<file path="src/rtl/fcvt_wu_s_pkg.sv">
// Shared binary32 field layout, rounding modes, flag positions and the
// rounding-increment decision used by the float-to-integer converters.
package fcvt_wu_s_pkg;

  localparam int unsigned EXP_W  = 8;
  localparam int unsigned FRAC_W = 23;
  localparam int unsigned SIG_W  = 24;
  localparam int unsigned INT_W  = 32;
  localparam int unsigned BIAS   = 127;

  // Biased exponent at which the significand LSB has weight 1, and the
  // first exponent whose value no longer fits in 32 unsigned bits.
  localparam logic [EXP_W-1:0] EXP_INT_LSB = 8'd150;
  localparam logic [EXP_W-1:0] EXP_OVF     = 8'd159;

  typedef enum logic [2:0] {
    RM_RNE = 3'b000,
    RM_RTZ = 3'b001,
    RM_RDN = 3'b010,
    RM_RUP = 3'b011,
    RM_RMM = 3'b100
  } rm_e;

  localparam int unsigned FF_NV = 4;
  localparam int unsigned FF_DZ = 3;
  localparam int unsigned FF_OF = 2;
  localparam int unsigned FF_UF = 1;
  localparam int unsigned FF_NX = 0;

  localparam logic [INT_W-1:0] UINT_SAT = 32'hFFFF_FFFF;

  // Magnitude increment decision; reserved encodings fall through to RNE.
  function automatic logic round_inc(input logic [2:0] rm, input logic sign,
                                     input logic lsb, input logic guard,
                                     input logic sticky);
    case (rm)
      RM_RTZ:  return 1'b0;
      RM_RDN:  return sign & (guard | sticky);
      RM_RUP:  return ~sign & (guard | sticky);
      RM_RMM:  return guard;
      default: return guard & (sticky | lsb);
    endcase
  endfunction

endpackage

</file>
<file path="src/rtl/fcvt_wu_s_shr_sticky.sv">
// Right shift of a 34-bit value to a 32-bit result, collecting the first
// shifted-out bit as guard and the OR of the rest as sticky.
module shr_sticky (
  input  logic [33:0] din,
  input  logic [5:0]  shamt,
  output logic [31:0] dout,
  output logic        guard,
  output logic        sticky
);

  logic [67:0] ext;
  logic [1:0]  unused_hi;

  // Shift into a double-width window so guard/sticky fall out directly;
  // amounts beyond the window leave only sticky.
  always_comb begin
    ext = {din, 34'b0} >> shamt;
    if (shamt > 6'd34) begin
      dout   = '0;
      guard  = 1'b0;
      sticky = |din;
    end else begin
      dout   = ext[65:34];
      guard  = ext[33];
      sticky = |ext[32:0];
    end
  end

  assign unused_hi = ext[67:66];

endmodule

</file>
<file path="src/rtl/fcvt_wu_s.sv">
// FCVT.WU.S: binary32 to unsigned 32-bit integer, three register stages
// (unpack, align, round/saturate), one operand per cycle.
module fcvt_wu_s
  import fcvt_wu_s_pkg::*;
(
  input  logic        clk,
  input  logic        rst_n,
  input  logic        valid_input,
  input  logic [31:0] a,
  input  logic [2:0]  rm,
  output logic        valid_output,
  output logic [31:0] y,
  output logic [4:0]  fflags
);

  // Stage 1 state
  logic              s1_valid, s1_sign, s1_nan, s1_inf, s1_zero;
  logic [EXP_W-1:0]  s1_exp;
  logic [SIG_W-1:0]  s1_sig;
  logic [2:0]        s1_rm;

  // Stage 2 state
  logic              s2_valid, s2_sign, s2_nan, s2_inf, s2_zero, s2_ovf;
  logic              s2_guard, s2_sticky;
  logic [INT_W-1:0]  s2_int;
  logic [2:0]        s2_rm;

  logic [EXP_W-1:0]  a_exp;
  logic [FRAC_W-1:0] a_frac;

  assign a_exp  = a[30:23];
  assign a_frac = a[22:0];

  // Stage 1: unpack fields and classify the operand.
  always_ff @(posedge clk or negedge rst_n) begin
    if (!rst_n) begin
      s1_valid <= 1'b0;
      s1_sign  <= 1'b0;
      s1_exp   <= '0;
      s1_sig   <= '0;
      s1_rm    <= '0;
      s1_nan   <= 1'b0;
      s1_inf   <= 1'b0;
      s1_zero  <= 1'b0;
    end else begin
      s1_valid <= valid_input;
      s1_sign  <= a[31];
      s1_exp   <= a_exp;
      s1_sig   <= {|a_exp, a_frac};
      s1_rm    <= rm;
      s1_nan   <= (&a_exp) & (|a_frac);
      s1_inf   <= (&a_exp) & ~(|a_frac);
      s1_zero  <= ~(|a_exp) & ~(|a_frac);
    end
  end

  logic [EXP_W-1:0] rdist, ldist;
  logic [5:0]       shamt;
  logic [INT_W-1:0] rsh_int, lsh_int;
  logic             rsh_guard, rsh_sticky;
  logic [INT_W-1:0] int_d;
  logic             guard_d, sticky_d, ovf_d;

  // Subnormals (exp 0) land in the saturated shift, giving integer 0 with sticky.
  assign rdist   = EXP_INT_LSB - s1_exp;
  assign ldist   = s1_exp - EXP_INT_LSB;
  assign shamt   = (rdist > 8'd63) ? 6'd63 : rdist[5:0];
  assign lsh_int = {8'b0, s1_sig} << ldist;

  shr_sticky u_shr (
    .din    ({10'b0, s1_sig}),
    .shamt  (shamt),
    .dout   (rsh_int),
    .guard  (rsh_guard),
    .sticky (rsh_sticky)
  );

  // Stage 2 datapath: pick right shift, left shift or overflow by exponent.
  always_comb begin
    int_d    = '0;
    guard_d  = 1'b0;
    sticky_d = 1'b0;
    ovf_d    = 1'b0;
    if (s1_exp >= EXP_OVF) begin
      ovf_d = 1'b1;
    end else if (s1_exp >= EXP_INT_LSB) begin
      int_d = lsh_int;
    end else begin
      int_d    = rsh_int;
      guard_d  = rsh_guard;
      sticky_d = rsh_sticky;
    end
  end

  // Stage 2: register the aligned integer and rounding bits.
  always_ff @(posedge clk or negedge rst_n) begin
    if (!rst_n) begin
      s2_valid  <= 1'b0;
      s2_sign   <= 1'b0;
      s2_rm     <= '0;
      s2_nan    <= 1'b0;
      s2_inf    <= 1'b0;
      s2_zero   <= 1'b0;
      s2_ovf    <= 1'b0;
      s2_int    <= '0;
      s2_guard  <= 1'b0;
      s2_sticky <= 1'b0;
    end else begin
      s2_valid  <= s1_valid;
      s2_sign   <= s1_sign;
      s2_rm     <= s1_rm;
      s2_nan    <= s1_nan;
      s2_inf    <= s1_inf;
      s2_zero   <= s1_zero;
      s2_ovf    <= ovf_d;
      s2_int    <= int_d;
      s2_guard  <= guard_d;
      s2_sticky <= sticky_d;
    end
  end

  logic              inc, inexact, big;
  logic [INT_W:0]    sum;
  logic [INT_W-1:0]  res_y;
  logic [4:0]        res_flags;

  assign inc     = round_inc(s2_rm, s2_sign, s2_int[0], s2_guard, s2_sticky);
  assign sum     = {1'b0, s2_int} + {{INT_W{1'b0}}, inc};
  assign inexact = s2_guard | s2_sticky;
  assign big     = s2_ovf | sum[INT_W];

  // Stage 3 datapath: saturation and flags in priority order.
  always_comb begin
    res_y     = '0;
    res_flags = '0;
    if (s2_nan) begin
      res_y            = UINT_SAT;
      res_flags[FF_NV] = 1'b1;
    end else if (!s2_sign && (s2_inf || big)) begin
      res_y            = UINT_SAT;
      res_flags[FF_NV] = 1'b1;
    end else if (s2_zero) begin
      res_y = '0;
    end else if (s2_sign && (s2_inf || big || (|sum[INT_W-1:0]))) begin
      res_flags[FF_NV] = 1'b1;
    end else if (s2_sign) begin
      res_flags[FF_NX] = inexact;
    end else begin
      res_y            = sum[INT_W-1:0];
      res_flags[FF_NX] = inexact;
    end
  end

  // Stage 3: result registers update only for valid slots.
  always_ff @(posedge clk or negedge rst_n) begin
    if (!rst_n) begin
      valid_output <= 1'b0;
      y            <= '0;
      fflags       <= '0;
    end else begin
      valid_output <= s2_valid;
      if (s2_valid) begin
        y      <= res_y;
        fflags <= res_flags;
      end
    end
  end

endmodule

</file>
<file path="config.mk">
export PLATFORM = sky130hd
export DESIGN_NAME = fcvt_wu_s
export DESIGN_NICKNAME = d
export VERILOG_FILES = /design/src/rtl/fcvt_wu_s_pkg.sv /design/src/rtl/fcvt_wu_s_shr_sticky.sv /design/src/rtl/fcvt_wu_s.sv
export SDC_FILE = /design/constraint.sdc
export NUM_CORES = 1
export LEC_CHECK = 0
export BUFFER_PORTS_ARGS = -buffer_cell sky130_fd_sc_hd__buf_2
export CORE_MARGIN = 1
export CORE_UTILIZATION = 40
export DETAILED_ROUTE_END_ITERATION = 8
export HOLD_SLACK_MARGIN = 0.12
export SLEW_MARGIN = 5
export SYNTH_ARGS = -nofsm -noshare
export SYNTH_HDL_FRONTEND = slang
export SYNTH_SLANG_ARGS = --single-unit
</file>
<file path="constraint.sdc">
create_clock -name clk -period 4.5 [get_ports clk]
set_input_delay 0.675 -clock clk [delete_from_list [all_inputs] [get_ports clk]]
set_output_delay 0.675 -clock clk [all_outputs]
set_load 0.005 [all_outputs]
</file>
==> results of run 1 <==
-- power by group through the flow --
stage | clock network, mW | logic [mW] | registers [mW]
after floorplan | 0 | 0.510 | 1.18
after global placement | 0 | 0.778 | 1.20
after detailed placement | 0 | 0.775 | 1.20
after CTS | 1.35 | 0.778 | 1.18
after global routing | 1.40 | 0.858 | 1.19
final | 1.32 | 0.791 | 1.19
-- cell families after synthesis --
| group | share of synthesized area (%) |
|---|---|
| multiplexers | 7.01 |
| AO/OA/AOI/OAI | 23.8 |
| XOR/XNOR | 4.62 |
| AND/OR/NAND/NOR | 23.8 |
| adder cells (fa/ha/maj) | 1.03 |
| buffers and inverters | 4.81 |
| other | 0.0442 |
| flip-flops | 34.8 |
-- metal layers --
metal / vias up / wire length, µm
met4: 0 / 1370
li1: 3985 / -
met3: 83 / 1800
met5: - / 0
met2: 369 / 13900
met1: 3995 / 12400
-- state kept, by name, summed over array words and instances, names as in the netlist, 2 cells and up --
signal,flops
fflags,2
s1_exp,8
s1_rm,3
s1_sig,24
s2_int,32
s2_rm,3
y,32
-- worst max-delay path, stage by stage, from the launching register on --
cell and delay (ns):
dfrtp_1 0.52, ha_1 0.28, a21o_1 0.21, a21oi_4 0.09, xnor2_2 0.79, o41ai_1 0.13, a211oi_1 0.55, o211ai_1 0.27
a2111oi_2 0.38, nand4_1 0.20, o41ai_2 0.32, nand4_1 0.12, and3_1 0.20
-- cell usage in the layout (no fill, tap or decap), drive strengths merged, types with 7 or more instances in the layout --
master / netlist / final
and3: 16 / 16
nand3: 47 / 47
and2: 8 / 8
nand4: 24 / 24
o22ai: 25 / 25
a31oi: 25 / 25
xor2: 25 / 25
nand2b: 9 / 9
dfrtp: 118 / 118
a21o: 7 / 7
xnor2: 18 / 18
o21ai: 56 / 56
nor2: 142 / 142
nor2b: 8 / 8
ha: 7 / 7
a211oi: 18 / 18
mux2: 17 / 17
nor3: 26 / 26
mux2i: 38 / 38
nor4: 24 / 24
o22a: 12 / 12
inv: 18 / 22
nand2: 101 / 101
buf: 23 / 107
clkbuf: 61 / 19
a21oi: 83 / 83
o31ai: 7 / 7
o211ai: 12 / 12
-- through the flow --
step           hold WS [ns]  power (mW)  instance area [µm²]
3_3_place_gp          0.332        1.98                 9160
5_1_grt               0.298        3.45                 9750
3_5_place_dp          0.336        1.98                 9160
6_report              0.247        3.29                 9750
2_1_floorplan         0.331        1.69                 8490
4_1_cts               0.259        3.31                 9730
-- area by class of cell --
cell class                 instances  area (µm²)  area share (%)
tap                              270         338            3.47
clock buffer                      19         453            4.65
timing repair buffer             107         651            6.68
multi-input combinational        844        5160            53.0
clock inverter                    13         120            1.23
sequential                       118        2950            30.3
inverter                          18        67.6           0.693
-- worst min-delay path by stage --
stage | cells past startpoint | start | endpoint
detailed placement | 0 | s1_rm[0] | s2_rm[0]
CTS | 1 | rst_n | s1_sig[17]
floorplan | 0 | s1_inf | s2_inf
global placement | 0 | s1_valid | s2_valid
finish | 1 | rst_n | s1_sig[17]
global route | 1 | rst_n | s1_sig[17]
==> metrics.md, run 1 <==
| Metric | Value |
|---|---|
| Most common cell in the netlist | nor2_1 |
| Reg power frac | between 30% and 40% |
| DIE HEIGHT | 148 µm |
| WP data arrival | 4.46 ns |
| Routed WL per cell | 21.2 µm |
| Switch share | 33.4% |
| Yosys reg bits | approximately 120 |
| Max VDD drop | roughly 0.00025 V |
| Post-route setup TNS | 0 ns |
| PortBufs | 72 |
| I/O pins | 76 |
| Row cnt | 52 |
| Sink Count | roughly 120 |
| Vias/cell | ~6.1 |
| Initial antenna violation count | 0 |
| Grt met1 use | 34.9% |
| P&R area growth vs syn | 14.9% |
| Vias in the first global route | slightly above 8000 |
| Beginning of the critical path | s1_exp[1] |
| Postcts setup bufs | 0 |
| FF-to-FF setup slack | around 0.35 ns |
| Die area | about 22000 µm² |
| Worst Path Required | between 4 and 5 ns |
| Starting Density | approximately two fifths |
| Tot GR Track Use | about 28% |
| Post-layout min period | between 4 and 5 ns |
| Worst-path clk slew | about 0.060 ns |
| M3 GR Usage | under 10% |
| CP Class | reg2reg |
| Syn Area/Cell | between 7 and 8 µm² |
| First-pass DRT Iterations | 5 |
| Most used DFF post-synth | dfrtp_1 |
| Worst-Skew Late Latency | between 0.4 and 0.5 ns |
| Yosys cell types | between 70 and 80 |
| Sw power | ~1.1 mW |
| Pre-CTS WS | 0.245 ns |
| Routed Wire Length | 29500 µm |
| Leak | a little over 4 nW |
| Share of cells above drive strength 1 | approximately 16% |
| Number of max-cap violations | 0 |
| Yosys top cell area share | between 30% and 40% |
| GRT overflow | 0 |
| Cell internal pwr | between 2 and 2.5 mW |
| Synth warn | 0 |
| CP Launch Type | flop |
| Period utilization | between 90% and 100% |
| Cts bufs inserted | 17 |
| Worst hold path class | in2async |
| Largest net degree at the start of global routing | 61 |
| Register area share after synthesis | 34.8% |
| Via count | ~8400 |
| Synth cell count leaders | nor2_1, dfrtp_1, nand2_1, a21oi_1, clkbuf_1 |
| Slew @ Worst Pin | slightly below 1 ns |
| Reg2Reg Depth | 12 |
| Util after Layout | between 40% and 50% |
| R2r endpoint | s2_sticky |
| Finished Layout Cells | roughly 1400 |
| Worst Skew | about 0.013 ns |
| Met2 Track Usage GR | 45.7% |
| Drc violations | 0 |
| Post-synth EDFFs | 0 |
| GR peak layer | met2 |
| Pwr dens | roughly 340 nW/µm² |
| Post-CTS sizing | 0 |
| RSZ-0062 raised after global routing | no |
| Initial DRC count | 745 |
| Final setup vio count | 0 |
| Synth area leaders | dfrtp_1, nor2_1, a21oi_1 |
| Die width | ~150 µm |
| Clock power share | between 40% and 50% |
| Gate Count Post-Synth | about 1100 |
| Placed Instances | 1357 |
| Logic gate share of total power | between 20% and 30% |
| Asr flop ratio synth | 100% |
| Final Hold Violating Endpoints | 0 |
| Synth area leader | dfrtp_1 |
| CTS root buffer | clkbuf_16 |
| Critical Path End | s2_sticky |
| Slew margin rel. | between 30% and 40% |
| Status | completed |
| CP Capture Type | flop |
| Worst-path fanout max | 18 |
| Post-DRT Antenna Nets | 0 |
| Nets | ~1200 |
| Final worst setup slack | 0.346 ns |
| Htree depth | 4 |
| FILL cells | 2093 |
| Netlist Area Pre-Place | between 8000 and 9000 µm² |
| First-pass GRT wire length | 46200 µm |
| Clk buf depth | 2 |
| FF-to-FF Start | s1_exp[1] |
| Final slew viol count | 0 |
| DP Wirelength | roughly 22000 µm |
| TritonCTS clock tree | yes |
| Ant diodes | 0 |
| Fmax | approximately 240 MHz |
| Hold bufs inserted after CTS | 0 |
| Core Area | ~20000 µm² |
| GPL Wtd Cong | 0.959 |
Note: power is estimated with default switching activity, not from simulation.
==> run 2, diff against run 1 <==
- PLACE_DENSITY_LB_ADDON: not set -> 0.15
==> metrics.md, run 2 (synthesis gave the netlist of run 1 again) <==
| Metric | Value |
|---|---|
| Commonest non-fill, non-tap cells in the layout | nor2_1, dfrtp_1, nand2_1, a21oi_1, buf_2 |
| Worst Path Required | between 4 and 5 ns |
| GPL Wtd Cong | approximately 1.0 |
| Hold bufs inserted after CTS | 0 |
| Routed Wire Length | 30100 µm |
| Routed WL per cell | 21.6 µm |
| DP Wirelength | 22800 µm |
| Crit path cell chain | ha_1, nor2b_4, o211ai_2, xnor2_2, buf_4, o41ai_1, a211oi_1, buf_4, o21ai_0, a2111oi_2, nand4_1, o41ai_2, nand4_1, and3_1 |
| Initial antenna violation count | 0 |
| Final Hold Violating Endpoints | 0 |
| Worst hold path class | in2async |
| PortBufs | 72 |
| Post-route setup TNS | 0 ns |
| P&R area growth vs syn | 14.5% |
| Status | completed |
| Fmax | 241 MHz |
| RSZ-0062 raised after global routing | no |
| DIE HEIGHT | between 100 and 150 µm |
| GRT overflow | 0 |
| Row cnt | 52 |
| Sink Count | around 120 |
| Clk buf depth | 2 |
| Vias/cell | 6.19 |
| CP Class | reg2reg |
| Worst-Skew Late Latency | 0.42 ns |
| Post-DRT Antenna Nets | 0 |
| Starting Density | 41.4% |
| Biggest regs | s2_int (32), y (32), s1_sig (24) |
| Worst Skew | about 0.015 ns |
| Slew margin rel. | between 20% and 30% |
| Slowest stage delay, CP | between 0.5 and 0.6 ns |
| Cts bufs inserted | 17 |
| Util after Layout | between 40% and 50% |
| Slowest library cell on the worst path | xnor2_2 |
| Drc violations | 0 |
| Largest net degree at the start of global routing | 61 |
| WP data arrival | ~4.5 ns |
| Period utilization | between 90% and 100% |
| Worst-path clk slew | 0.06 ns |
| Postcts setup bufs | 0 |
| Finished Layout Cells | between 1000 and 1500 |
| Pwr dens | roughly 340 nW/µm² |
| Die area | roughly 22000 µm² |
| Placed Instances | around 1400 |
| TritonCTS clock tree | yes |
| First-pass GRT wire length | about 47000 µm |
| Htree depth | 4 |
| Ant diodes | 0 |
| Number of max-cap violations | 0 |
| First-pass DRT Iterations | 5 |
| Post-layout min period | slightly above 4 ns |
| Core Area | 20500 µm² |
| Final setup vio count | 0 |
| CP Capture Type | flop |
| Final Power | about 3.3 mW |
| Leak | just over 4 nW |
| Max VDD drop | 0.000248 V |
| CTS root buffer | clkbuf_16 |
| Share of cells above drive strength 1 | between 10% and 20% |
| Commonest non-fill, non-tap cell in the layout | nor2_1 |
| Die width | 148 µm |
| Final slew viol count | 0 |
| Nets | 1152 |
| Worst-path fanout max | 13 |
| Post-CTS sizing | 0 |
| Vias in the first global route | 8253 |
| Slew @ Worst Pin | between 1 and 1.5 ns |
| CP Launch Type | flop |
| Via count | approximately 8600 |
| Tot GR Track Use | between 20 and 30% |
| Initial DRC count | 916 |
| I/O pins | 76 |
-- run 2: cell types whose count changed in the layout (fill, tap and decap cells not counted) --
cell / before / now
a2111oi_0: 2 / 1
a2111oi_1: 0 / 1
buf_12: 2 / 1
buf_4: 34 / 36
clkbuf_1: 0 / 2
clkbuf_8: 2 / 1
inv_6: 4 / 2
xnor2_2: 2 / 3
xnor2_4: 1 / 0
-- run 2: final timing paths --
check	cells past startpoint	start	endpoint	slack, ns
max in group asynchronous	2	rst_n	s1_exp[0]	3.29
worst min register to register	0	s1_rm[0]	s2_rm[0]	0.35
worst max register to register	14	s1_exp[2]	s2_sticky	0.35
worst max-delay path	14	s1_exp[2]	s2_sticky	0.35
min in group clk	0	s1_rm[0]	s2_rm[0]	0.35
worst min-delay path	1	rst_n	y[19]	0.28
-- run 2: critical path: cells and delay by family, from the launching register on --
family / cells / cell delay (ns)
buf+inv: 2 / 0.46
xor+xnor: 1 / 0.57
compound gates: 6 / 1.35
fa+ha+maj: 1 / 0.36
simple gates: 4 / 0.74
flops: 1 / 0.55
-- run 2: layout make-up --
cell class | count | area [µm²]
well taps | 270 | 338
fillers | 2080 | 10800
clock buffers | 20 | 447
inverters | 18 | 67.6
repair buffers | 108 | 646
multi-input cells | 844 | 5150
flip-flops and latches | 118 | 2950
clock inverters | 11 | 103
-- run 2: per-stage QoR --
step / worst slack (ns) / cell area (µm²) / hold slack (ns)
global placement: 0.501 / 9160 / 0.334
global route: 0.0673 / 9710 / 0.330
CTS: 0.416 / 9710 / 0.298
finish: 0.354 / 9710 / 0.285
floorplan: 0.534 / 8490 / 0.331
detailed placement: 0.448 / 9160 / 0.335
-- run 2: routing by layer --
metal / part of all wire (%) / wire length [µm] / track usage (%) / vias to the layer above
met3: 6.4 / 1920 / 4.72 / 104
met4: 4.8 / 1440 / 14.2 / 0
met2: 47 / 14100 / 45.8 / 416
li1: - / - / - / 3997
met5: 0 / 0 / 0 / -
met1: 42 / 12600 / 35.9 / 4086
-- run 2: where the power goes --
group	internal, mW	total (mW)	switching, mW
logic	0.286	0.788	0.502
registers	1.12	1.20	0.0776
clock network	0.772	1.29	0.519
total	2.18	3.27	1.10
==> run 3, diff against run 2 <==
==> constraint.sdc (replaced) <==
create_clock -name clk -period 5.2 [get_ports clk]
set_input_delay 0.78 -clock clk [delete_from_list [all_inputs] [get_ports clk]]
set_output_delay 0.78 -clock clk [all_outputs]
set_load 0.02 [all_outputs]
==> metrics.md, run 3 (synthesis gave the netlist of run 1 again) <==
| Metric | Value |
|---|---|
| Postcts setup bufs | 0 |
| Final slew viol count | 0 |
| Tot GR Track Use | 27.3% |
| Clk buf depth | 2 |
| Crit-path leading delay family | compound AO/OA/AOI/OAI gates |
| Most frequent CP cell | nand4_1 |
| Slowest stage delay, CP | between 0.7 and 0.8 ns |
| CTS root buffer | clkbuf_16 |
| Post-CTS sizing | 0 |
| Die width | 148 µm |
| Post-route setup TNS | 0 ns |
| Row cnt | 52 |
| Post-DRT Antenna Nets | 0 |
| Final worst setup slack | approximately 0.84 ns |
| I/O pins | between 70 and 80 |
| Worst Skew | around 0.02 ns |
| Fmax | roughly 230 MHz |
| Slew @ Worst Pin | 0.999 ns |
| Worst-path fanout max | 18 |
| GPL Wtd Cong | between 0.9 and 1 |
| First-pass GRT wire length | 45000 µm |
| Final setup vio count | 0 |
| Die area | about 22000 µm² |
| Max VDD drop | between 0.0002 and 0.00025 V |
| RSZ-0062 raised after global routing | no |
| WP data arrival | roughly 4.7 ns |
| Sink Count | about 120 |
| Final Power | between 2 and 3 mW |
| Largest net degree at the start of global routing | 60 |
| Vias/cell | a little over 6 |
| Htree depth | 4 |
| P&R area growth vs syn | 14.5% |
| TritonCTS clock tree | yes |
| Commonest non-fill, non-tap cell in the layout | nor2_1 |
| FF-to-FF Start | s1_exp[2] |
| Pwr dens | roughly 310 nW/µm² |
| DIE HEIGHT | around 150 µm |
| Period utilization | a little over four fifths |
| Ant diodes | 0 |
| CP Launch Type | flop |
| Nets | around 1100 |
| Share of cells above drive strength 1 | roughly 16% |
| First-pass DRT Iterations | 5 |
| FF-to-FF setup slack | about 0.84 ns |
| GRT overflow | 0 |
| Slowest library cell on the worst path | xnor2_2 |
| Util after Layout | a little under half |
| Post-layout min period | 4.36 ns |
| Number of max-cap violations | 0 |
| Routed WL per cell | 21.3 µm |
| Crit path cell chain | ha_1, nor2b_4, o211ai_2, xnor2_2, o41ai_1, a211oi_1, o211ai_1, a2111oi_2, nand4_1, o41ai_2, nand4_1, and3_1 |
| Pre-CTS WS | slightly below 1 ns |
| Status | completed |
| CP Class | reg2reg |
| Worst-Skew Late Latency | between 0.4 and 0.5 ns |
| PortBufs | 72 |
| DP Wirelength | roughly 22000 µm |
| Final Hold Violating Endpoints | 0 |
| Buf+Inv Stages, Crit Path | 0 |
| Via count | between 8000 and 9000 |
| Cts bufs inserted | 17 |
| Routed Wire Length | between 20000 and 30000 µm |
| Worst-path clk slew | ~0.08 ns |
| Worst Path Required | 5.51 ns |
| Core Area | approximately 20000 µm² |
| Biggest regs | s2_int (32), y (32), s1_sig (24) |
| FILL cells | ~2000 |
| Initial antenna violation count | 0 |
| CP Capture Type | flop |
| Vias in the first global route | around 7900 |
| Starting Density | between 40% and 50% |
| Worst hold path class | in2async |
| R2r endpoint | s2_sticky |
| Hold bufs inserted after CTS | 0 |
| Initial DRC count | between 700 and 800 |
| Slew margin rel. | 33.1% |
| Commonest non-fill, non-tap cells in the layout | nor2_1, dfrtp_1, nand2_1, a21oi_1, buf_2 |
| Drc violations | 0 |
| Reg2Reg Depth | 12 |
| Leak | between 4 and 5 nW |
run 3: cell types whose count changed in the layout (fill, tap and decap cells not counted), sizes merged:
cell    change
clkbuf      -3
inv         +5
clkinv      -3
buf         -7
bufinv      +2
run 3: worst reg2reg max path, delay by kind of cell (launching register included):
family          cells  cell delay (ns)
simple gates        4             0.75
compound gates      6             1.86
xor+xnor            1             0.75
flops               1             0.54
fa+ha+maj           1             0.34
run 3: cell type report:
class	count	area, µm²	share of cell area (%)
Inverter	18	67.6	0.696
Multi-Input combinational cell	844	5150	53.1
Timing Repair Buffer	101	581	5.98
Clock inverter	15	193	1.98
Clock buffer	17	425	4.38
Sequential cell	118	2950	30.4
Tap cell	270	338	3.48
run 3: power by group:
part,switching [mW],internal (mW)
clock,0.496,0.767
combinational,0.469,0.237
sequential,0.0597,0.967
run 3: worst max path at each step:
| stage | start | end | slack, ns | depth (start not counted) |
|---|---|---|---|---|
| 3_5_place_dp | s1_exp[2] | s2_sticky | 0.97 | 12 |
| 4_1_cts | s1_exp[2] | s2_sticky | 0.95 | 12 |
| 2_1_floorplan | s1_exp[0] | s2_sticky | 1.23 | 16 |
| 3_3_place_gp | s1_exp[2] | s2_sticky | 1.07 | 12 |
| 6_report | s1_exp[2] | s2_sticky | 0.84 | 12 |
| 5_1_grt | s1_exp[2] | s2_sticky | 0.62 | 12 |
run 3: metal layers:
layer,track usage (%),up-vias,share of wire [%],wire length (µm)
met4,13.9,0,4.7,1380
met5,0,-,0,0
li1,-,3990,-,-
met1,34.7,3956,43,12700
met2,44.2,378,46,13600
met3,5.37,90,6.1,1790
run 3: through the flow:
| stage | hold WS, ns | area (µm²) | instances |
|---|---|---|---|
| 2_1_floorplan | 0.331 | 8490 | 1064 |
| 3_3_place_gp | 0.333 | 9090 | 1351 |
| 3_5_place_dp | 0.335 | 9090 | 1351 |
| 4_1_cts | 0.286 | 9710 | 1383 |
| 5_1_grt | 0.301 | 9710 | 1383 |
| 6_report | 0.270 | 9710 | 1383 |
